$ cat config.mk
export PLATFORM = sky130hd
export DESIGN_NAME = trsq8_timer
export DESIGN_NICKNAME = d
export VERILOG_FILES = /design/src/rtl/trsq8_timer.sv
export SDC_FILE = /design/constraint.sdc
export NUM_CORES = 1
export LEC_CHECK = 0
export ABC_AREA = 1
export BUFFER_PORTS_ARGS = -buffer_cell sky130_fd_sc_hd__buf_2
export CAP_MARGIN = 20
export CORE_ASPECT_RATIO = 1.4
export CORE_UTILIZATION = 30
export CTS_CLUSTER_DIAMETER = 60
export CTS_CLUSTER_SIZE = 14
export DETAILED_ROUTE_END_ITERATION = 6
export PLACE_DENSITY = 0.53
export SYNTH_ARGS = -nofsm -noshare
export SYNTH_HDL_FRONTEND = slang
export SYNTH_SLANG_ARGS = --single-unit
$ cat constraint.sdc
create_clock -name clk_ip -period 4.35 [get_ports clk_ip]
set_input_delay 0.6525 -clock clk_ip [delete_from_list [all_inputs] [get_ports clk_ip]]
set_output_delay 0.6525 -clock clk_ip [all_outputs]
set_load 0.02 [all_outputs]
$ cat src/rtl/trsq8_timer.sv
// TRSQ8 8-bit interval timer: prescaler, compare-match with auto-reload or one-shot, sticky MF.
// Optional PWM output and DUTY register enabled by defining TRSQ8_TIMER_PWM_EN.
module trsq8_timer #(
  parameter logic [7:0] BASE_ADDR = 8'h10,
  parameter logic [7:0] RESET_CMP = 8'hFF
) (
  input  logic       clk_ip,
  input  logic       reset_ip,
  input  logic [7:0] addr_ip,
  input  logic [7:0] data_ip,
  input  logic       wr_en_ip,
  input  logic       rd_en_ip,
  output logic [7:0] data_op,
  output logic       irq_op,
  output logic       pwm_op
);

  localparam logic [7:0] OffCtrl = 8'd0;
  localparam logic [7:0] OffCmp  = 8'd1;
  localparam logic [7:0] OffCnt  = 8'd2;
  localparam logic [7:0] OffStat = 8'd3;
  localparam logic [7:0] OffDuty = 8'd4;

  logic       en_q, en_d;
  logic       arld_q, arld_d;
  logic       ien_q, ien_d;
  logic [2:0] psel_q, psel_d;
  logic [7:0] cmp_q, cmp_d;
  logic [7:0] cnt_q, cnt_d;
  logic       mf_q, mf_d;
  logic [6:0] ps_q, ps_d;

  logic [7:0] off;
  logic [7:0] ps_lim;
  logic       wr_ctrl, wr_cmp, wr_cnt, wr_stat;
  logic       tick, match;

  // Offset arithmetic is modulo 256, so a window near the top of the map still decodes.
  assign off     = addr_ip - BASE_ADDR;
  assign wr_ctrl = wr_en_ip & (off == OffCtrl);
  assign wr_cmp  = wr_en_ip & (off == OffCmp);
  assign wr_cnt  = wr_en_ip & (off == OffCnt);
  assign wr_stat = wr_en_ip & (off == OffStat);

  assign ps_lim = (8'd1 << psel_q) - 8'd1;
  assign tick   = en_q & ({1'b0, ps_q} == ps_lim);
  // A CNT write in the same cycle suppresses match evaluation on the old count.
  assign match  = tick & ~wr_cnt & (cnt_q == cmp_q);

  always_comb begin
    en_d   = en_q;
    arld_d = arld_q;
    ien_d  = ien_q;
    psel_d = psel_q;
    cmp_d  = cmp_q;
    cnt_d  = cnt_q;
    mf_d   = mf_q;
    ps_d   = ps_q + 7'd1;

    if (wr_ctrl) begin
      en_d   = data_ip[0];
      arld_d = data_ip[1];
      ien_d  = data_ip[2];
      psel_d = data_ip[6:4];
    end else if (match && !arld_q) begin
      en_d = 1'b0;
    end

    if (wr_ctrl || !en_q || tick) begin
      ps_d = 7'd0;
    end

    if (wr_cmp) begin
      cmp_d = data_ip;
    end

    if (wr_cnt) begin
      cnt_d = data_ip;
    end else if (tick) begin
      cnt_d = match ? 8'd0 : cnt_q + 8'd1;
    end

    if (match) begin
      mf_d = 1'b1;
    end else if (wr_stat && data_ip[0]) begin
      mf_d = 1'b0;
    end
  end

  always_ff @(posedge clk_ip) begin
    if (reset_ip) begin
      en_q   <= 1'b0;
      arld_q <= 1'b0;
      ien_q  <= 1'b0;
      psel_q <= 3'd0;
      cmp_q  <= RESET_CMP;
      cnt_q  <= 8'd0;
      mf_q   <= 1'b0;
      ps_q   <= 7'd0;
    end else begin
      en_q   <= en_d;
      arld_q <= arld_d;
      ien_q  <= ien_d;
      psel_q <= psel_d;
      cmp_q  <= cmp_d;
      cnt_q  <= cnt_d;
      mf_q   <= mf_d;
      ps_q   <= ps_d;
    end
  end

  assign irq_op = mf_q & ien_q;

`ifdef TRSQ8_TIMER_PWM_EN
  logic [7:0] duty_q;
  logic       pwm_q;

  always_ff @(posedge clk_ip) begin
    if (reset_ip) begin
      duty_q <= 8'd0;
      pwm_q  <= 1'b0;
    end else begin
      if (wr_en_ip && (off == OffDuty)) begin
        duty_q <= data_ip;
      end
      pwm_q <= en_q & (cnt_q < duty_q);
    end
  end

  assign pwm_op = pwm_q;
`else
  assign pwm_op = 1'b0;
`endif

  always_comb begin
    data_op = 8'h00;
    if (rd_en_ip) begin
      case (off)
        OffCtrl: data_op = {1'b0, psel_q, 1'b0, ien_q, arld_q, en_q};
        OffCmp:  data_op = cmp_q;
        OffCnt:  data_op = cnt_q;
        OffStat: data_op = {7'd0, mf_q};
`ifdef TRSQ8_TIMER_PWM_EN
        OffDuty: data_op = duty_q;
`endif
        default: data_op = 8'h00;
      endcase
    end
  end

endmodule

; Word level (Yosys, flattened, before mapping)
; Index checks and enable logic that the tools add are counted.
[word_totals]
elab_cells = 47
output_inout_bits = 10
inputBits = 20
reg_bits = 30
[classes]
n_reduce_logical = 11
eq_ne = 5
addsub = 4
shift = 1
n_mux = 9
bitwise = 9
[ops]
columns = op, n
row1 = 2-to-1 mux 8 bit, 4
row2 = case mux 8 bit (4 select lines), 1
row3 = equality test 8 x 2 -> 1 bit (second input constant), 2
row4 = adder 8 x 1 -> 8 bit (second input constant), 1
row5 = bitwise AND 1 bit, 8
row6 = equality test 7 x 8 -> 1 bit, 1
row7 = equality test 8 x 1 -> 1 bit (second input constant), 1
row8 = equality test 8 bit, 1
row9 = zero test 8 bit, 1
row10 = << shifter 1 x 3 -> 8 bit (first input constant), 1
row11 = subtractor 8 x 1 -> 8 bit (second input constant), 1
row12 = subtractor 8 x 5 -> 8 bit (second input constant), 1
row13 = adder 7 x 1 -> 7 bit (second input constant), 1
row14 = nonzero test 2 bit, 3
row15 = 2-to-1 mux 1 bit, 4
row16 = logical AND 1 bit, 2
row17 = zero test 1 bit, 2
row18 = logical OR 1 bit, 2
row19 = OR reduction 2 bit, 1
row20 = inverter 1 bit, 1

; Depth between registers and ports, before layout
[depth]
word_depth = 9
depth_mapped = 18
mapped_depth_nobuf = 17

; Worst setup path before layout
; No wires, ideal clock.
[synth_timing]
path_kind = in2out
from = input addr_ip[4]
to = output data_op[3]
required_ns = 3.697
cell_stages = 8
path_slack_ns = 2.047
arrival_time_ns = 1.650
path_cell_list = inv_1 > nor2_1 > nand2_1 > inv_1 > nand4_1 > inv_1 > nand2_1 > a21oi_1
[synth_via]
elab_chain_cells = 4
[synth_lines]
columns = element, line_no
row1 = start: declaration, 9  ; input logic [7:0] addr_ip,
row2 = subtractor 8 x 5 -> 8 bit *, 39  ; assign off = addr_ip - BASE_ADDR;
row3 = equality test 8 x 2 -> 1 bit (tied with other cells), 138  ; case (off)
row4 = case mux 8 bit (4 select lines) *, 138
row5 = 2-to-1 mux 8 bit *, 137  ; if (rd_en_ip) begin
row6 = end: declaration, 13  ; output logic [7:0] data_op,
; Every way passes the cells marked *; elsewhere a longest branch is shown, timed or not.

; Worst setup path in the final report
[layout_timing]
from = input addr_ip[6]
to = output data_op[2]
; The elaborated chain is that of the path after synthesis.

==> out/results.md <==
• complete, no violations — status
• 69.9 um — die outline width
• 5200 um — total length of routed wires
• 15.2% — Synth-to-Final Area Change
• 1930 um2 — synthesized area
• 15 — Worst Reg-to-Reg Cells
• 0 — max cap viols
• 0 — post_cts resized
• data_op[2] — end point of the critical path
• 5 — number of clock buffers inserted by TritonCTS
• 31.0% — Seq/Total Area, Yosys
• output port — kind of capture point of the worst setup path
• cnt_q[6] — endpoint of the most critical register-to-register path
• in -> out — type of the worst setup path
• 1.97 ns — endpoint arrival time on the critical path
• 30 — post-synthesis register bit count
• 57 — number of DRC violations after detailed-routing iteration 0
• psel_q[2] — Reg2Reg Launch Point
• 0 — number of pins with negative max-slew slack in the final report
• sky130_fd_sc_hd__dfxtp_1 — biggest area consumer among synthesized cells
• 0.00696 ns — setup skew after layout
• 1.73 ns — final critical-path setup slack
• 2.18 ns — register-to-register setup slack
• sky130_fd_sc_hd__dfxtp_1, sky130_fd_sc_hd__nand2_1, sky130_fd_sc_hd__inv_1 — ranking of synthesized cells by area
• 242 nW/um2 — PD cells
• 4.74 — via density per instance
• 0.000411 W — internal power
• sky130_fd_sc_hd__nand2_1, sky130_fd_sc_hd__inv_1, sky130_fd_sc_hd__nor2_1 — most frequent cells in the layout
• 330 — synthesized netlist net count
• 0.07 ns — clock edge transition at the registers on the reported setup and hold paths
• 307 — count of mapped cells out of synthesis
• 31.0% — area share of the largest cell type after synthesis
• 8580 um — global-route wire length before repair
• 0.898 — placer's final routability congestion estimate
• 1944 — via count of the routed design
• 1.07 nW — Leak Pwr
• 3.70 ns — Required @ worst endpoint
• 0 — DRC violations left
• 0 — number of hold-slack violations in the final timing report
• 360 — Layout Nets
• 6210 um2 — total core area
• 51.1% — sequential share of power
• 15.4% — share of layout cells above drive strength 1
• 34 — number of standard-cell rows in the floorplan
• 0.28 ns — insertion delay of the later-clocked pin in the worst-skew pair
• 35.9% — utilization after layout
• 6780 um2 — Die Footprint
• 62.8% — Max-Slew Margin vs Limit
• 0 — CTS Hold Bufs
• 0 — ant diodes
• 0 — initial antenna violation count
• 30 — count of cell types in the netlist
• 601 um2 — Register Area
• 18 — maximum number of pins on one net before global-route repair
• 1884 — number of global-route vias before repair
• 23.7% — switching part of the total power
• 2 — CTS max path bufs
• 1110 um2 — area of the multi-input gates
• input port — Worst Setup Start Kind
• yes — TritonCTS clock tree
• 31.1% — effective utilization at floorplan
• addr_ip[6] — startpoint of the worst setup timing path
• 12.7 um — average wire per standard cell
• 97.0 um — Chip Height
• 0 — number of setup buffers added after CTS
• 16.1% — Total GRT Usage
• reg -> reg — worst hold path type
• 1.73 ns — worst setup timing slack at the placement stage
• 30 — Num Clock Sinks
• 0 — number of synthesis warnings
• 0.000155 V — peak supply drop
• 0.000128 W — Sw Pwr
• 4120 um — Detailed Place HPWL
• 2.62 ns — minimum clock period
• false — RSZ-0062 raised after global routing
• 0 — gr ovfl total
• 4 — drt first pass iters
• 0 ns — post-route setup TNS
• 60.2% — crit share post-route
• 0 — Post-DRT Antenna Nets
• sky130_fd_sc_hd__nand2_1 — most frequent standard cell in the layout excluding fill and tap cells
• 2 — H-tree Lvls
• 43.9% — clock share of power
• 382 MHz — FMAX
• 678 — total of fill cells in the finished design
• sky130_fd_sc_hd__clkbuf_8 — clock root buffer
• 0 — final number of setup-violating endpoints
• 0.557 ns — actual transition at the worst max-transition pin
• 5.0% — proportion of power drawn by combinational gates
• 30 — count of boundary I/O pins
• 28 — port buffer count
• 6.30 um2 — Post-Syn Area per Cell
• 7 — largest driver fanout on the critical path
## worst max-delay path: stages
cell,delay (ns)
sky130_fd_sc_hd__buf_2,0.10
sky130_fd_sc_hd__nor2_1,0.09
sky130_fd_sc_hd__nand2_1,0.07
sky130_fd_sc_hd__inv_1,0.12
sky130_fd_sc_hd__nand4_1,0.21
sky130_fd_sc_hd__inv_1,0.27
sky130_fd_sc_hd__nand2_1,0.08
sky130_fd_sc_hd__o211ai_1,0.10
sky130_fd_sc_hd__nand2_1,0.09
sky130_fd_sc_hd__inv_1,0.05
sky130_fd_sc_hd__buf_2,0.15
## layout make-up
cell class                 instances  area share, %
inverter                          50           8.65
sequential                        30           27.0
multi-input combinational        222           49.8
timing repair buffer              28           6.29
tap                               72           4.04
clock inverter                     2          0.561
clock buffer                       6           3.71
## per-stage QoR
step / power [W] / cells / hold slack (ns) / instance area, um2
3_5_place_dp: 0.000309 / 402 / 0.490 / 2130
4_1_cts: 0.000547 / 410 / 0.504 / 2230
3_3_place_gp: 0.000309 / 402 / 0.489 / 2130
2_1_floorplan: 0.000294 / 307 / 0.441 / 1930
5_1_grt: 0.000562 / 410 / 0.516 / 2230
6_report: 0.000539 / 410 / 0.502 / 2230
## per-layer routing
metal / vias up / track usage (%) / part of all wire, %
li1: 1023 / - / -
met1: 865 / 17.3 / 41
met2: 44 / 30.2 / 54
met3: 12 / 2.08 / 2.8
met4: 0 / 7.38 / 2.8
met5: - / 0 / 0
## sequential cells by signal, indices dropped and copies added (netlist names)
name,count
cmp_q,8
en_q,1
psel_q,3
arld_q,1
mf_q,1
ien_q,1
cnt_q,8
ps_q,7
## cell usage after synthesis (all sizes together)
cell	number
nor3	5
nand2	87
a221oi	1
conb	1
nand4	6
ha	3
nor3b	2
a21oi	9
xnor2	1
xor2	13
o221ai	2
nor2	43
dfxtp	30
o21ai	16
clkbuf	3
inv	50
o211ai	3
o22ai	2
nand3	28
buf	2
## worst min path at each step
stage | start | endpoint | slack (ns) | cells after the start
floorplan | ps_q[0] | ps_q[0] | 0.44 | 1
global placement | arld_q | arld_q | 0.49 | 2
detailed placement | ps_q[0] | ps_q[0] | 0.49 | 1
CTS | arld_q | arld_q | 0.50 | 2
global route | ps_q[0] | ps_q[0] | 0.52 | 1
finish | arld_q | arld_q | 0.50 | 2
## kinds of logic (layout without fill, tap and decap cells)
logic type / after synthesis / count (layout) / synth area share [%]
AOI/OAI and AO/OA: 33 / 33 / 9.64
adders and majority gates: 3 / 3 / 1.94
other: 1 / 1 / 0.194
DFF: 30 / 30 / 31.0
xor gates and xnor gates: 14 / 14 / 6.34
buffers and inverters: 55 / 86 / 11.6
and+or+nand+nor: 171 / 171 / 39.3
## power by group through the flow
| stage | sequential [W] | clock, W | combinational [W] |
|---|---|---|---|
| finish | 0.000275 | 0.000237 | 0.0000270 |
| global route | 0.000275 | 0.000257 | 0.0000301 |
| CTS | 0.000275 | 0.000244 | 0.0000273 |
| detailed placement | 0.000282 | 0 | 0.0000272 |
| global placement | 0.000282 | 0 | 0.0000272 |
| floorplan | 0.000282 | 0 | 0.0000126 |
(Power assumes the default switching activity.)
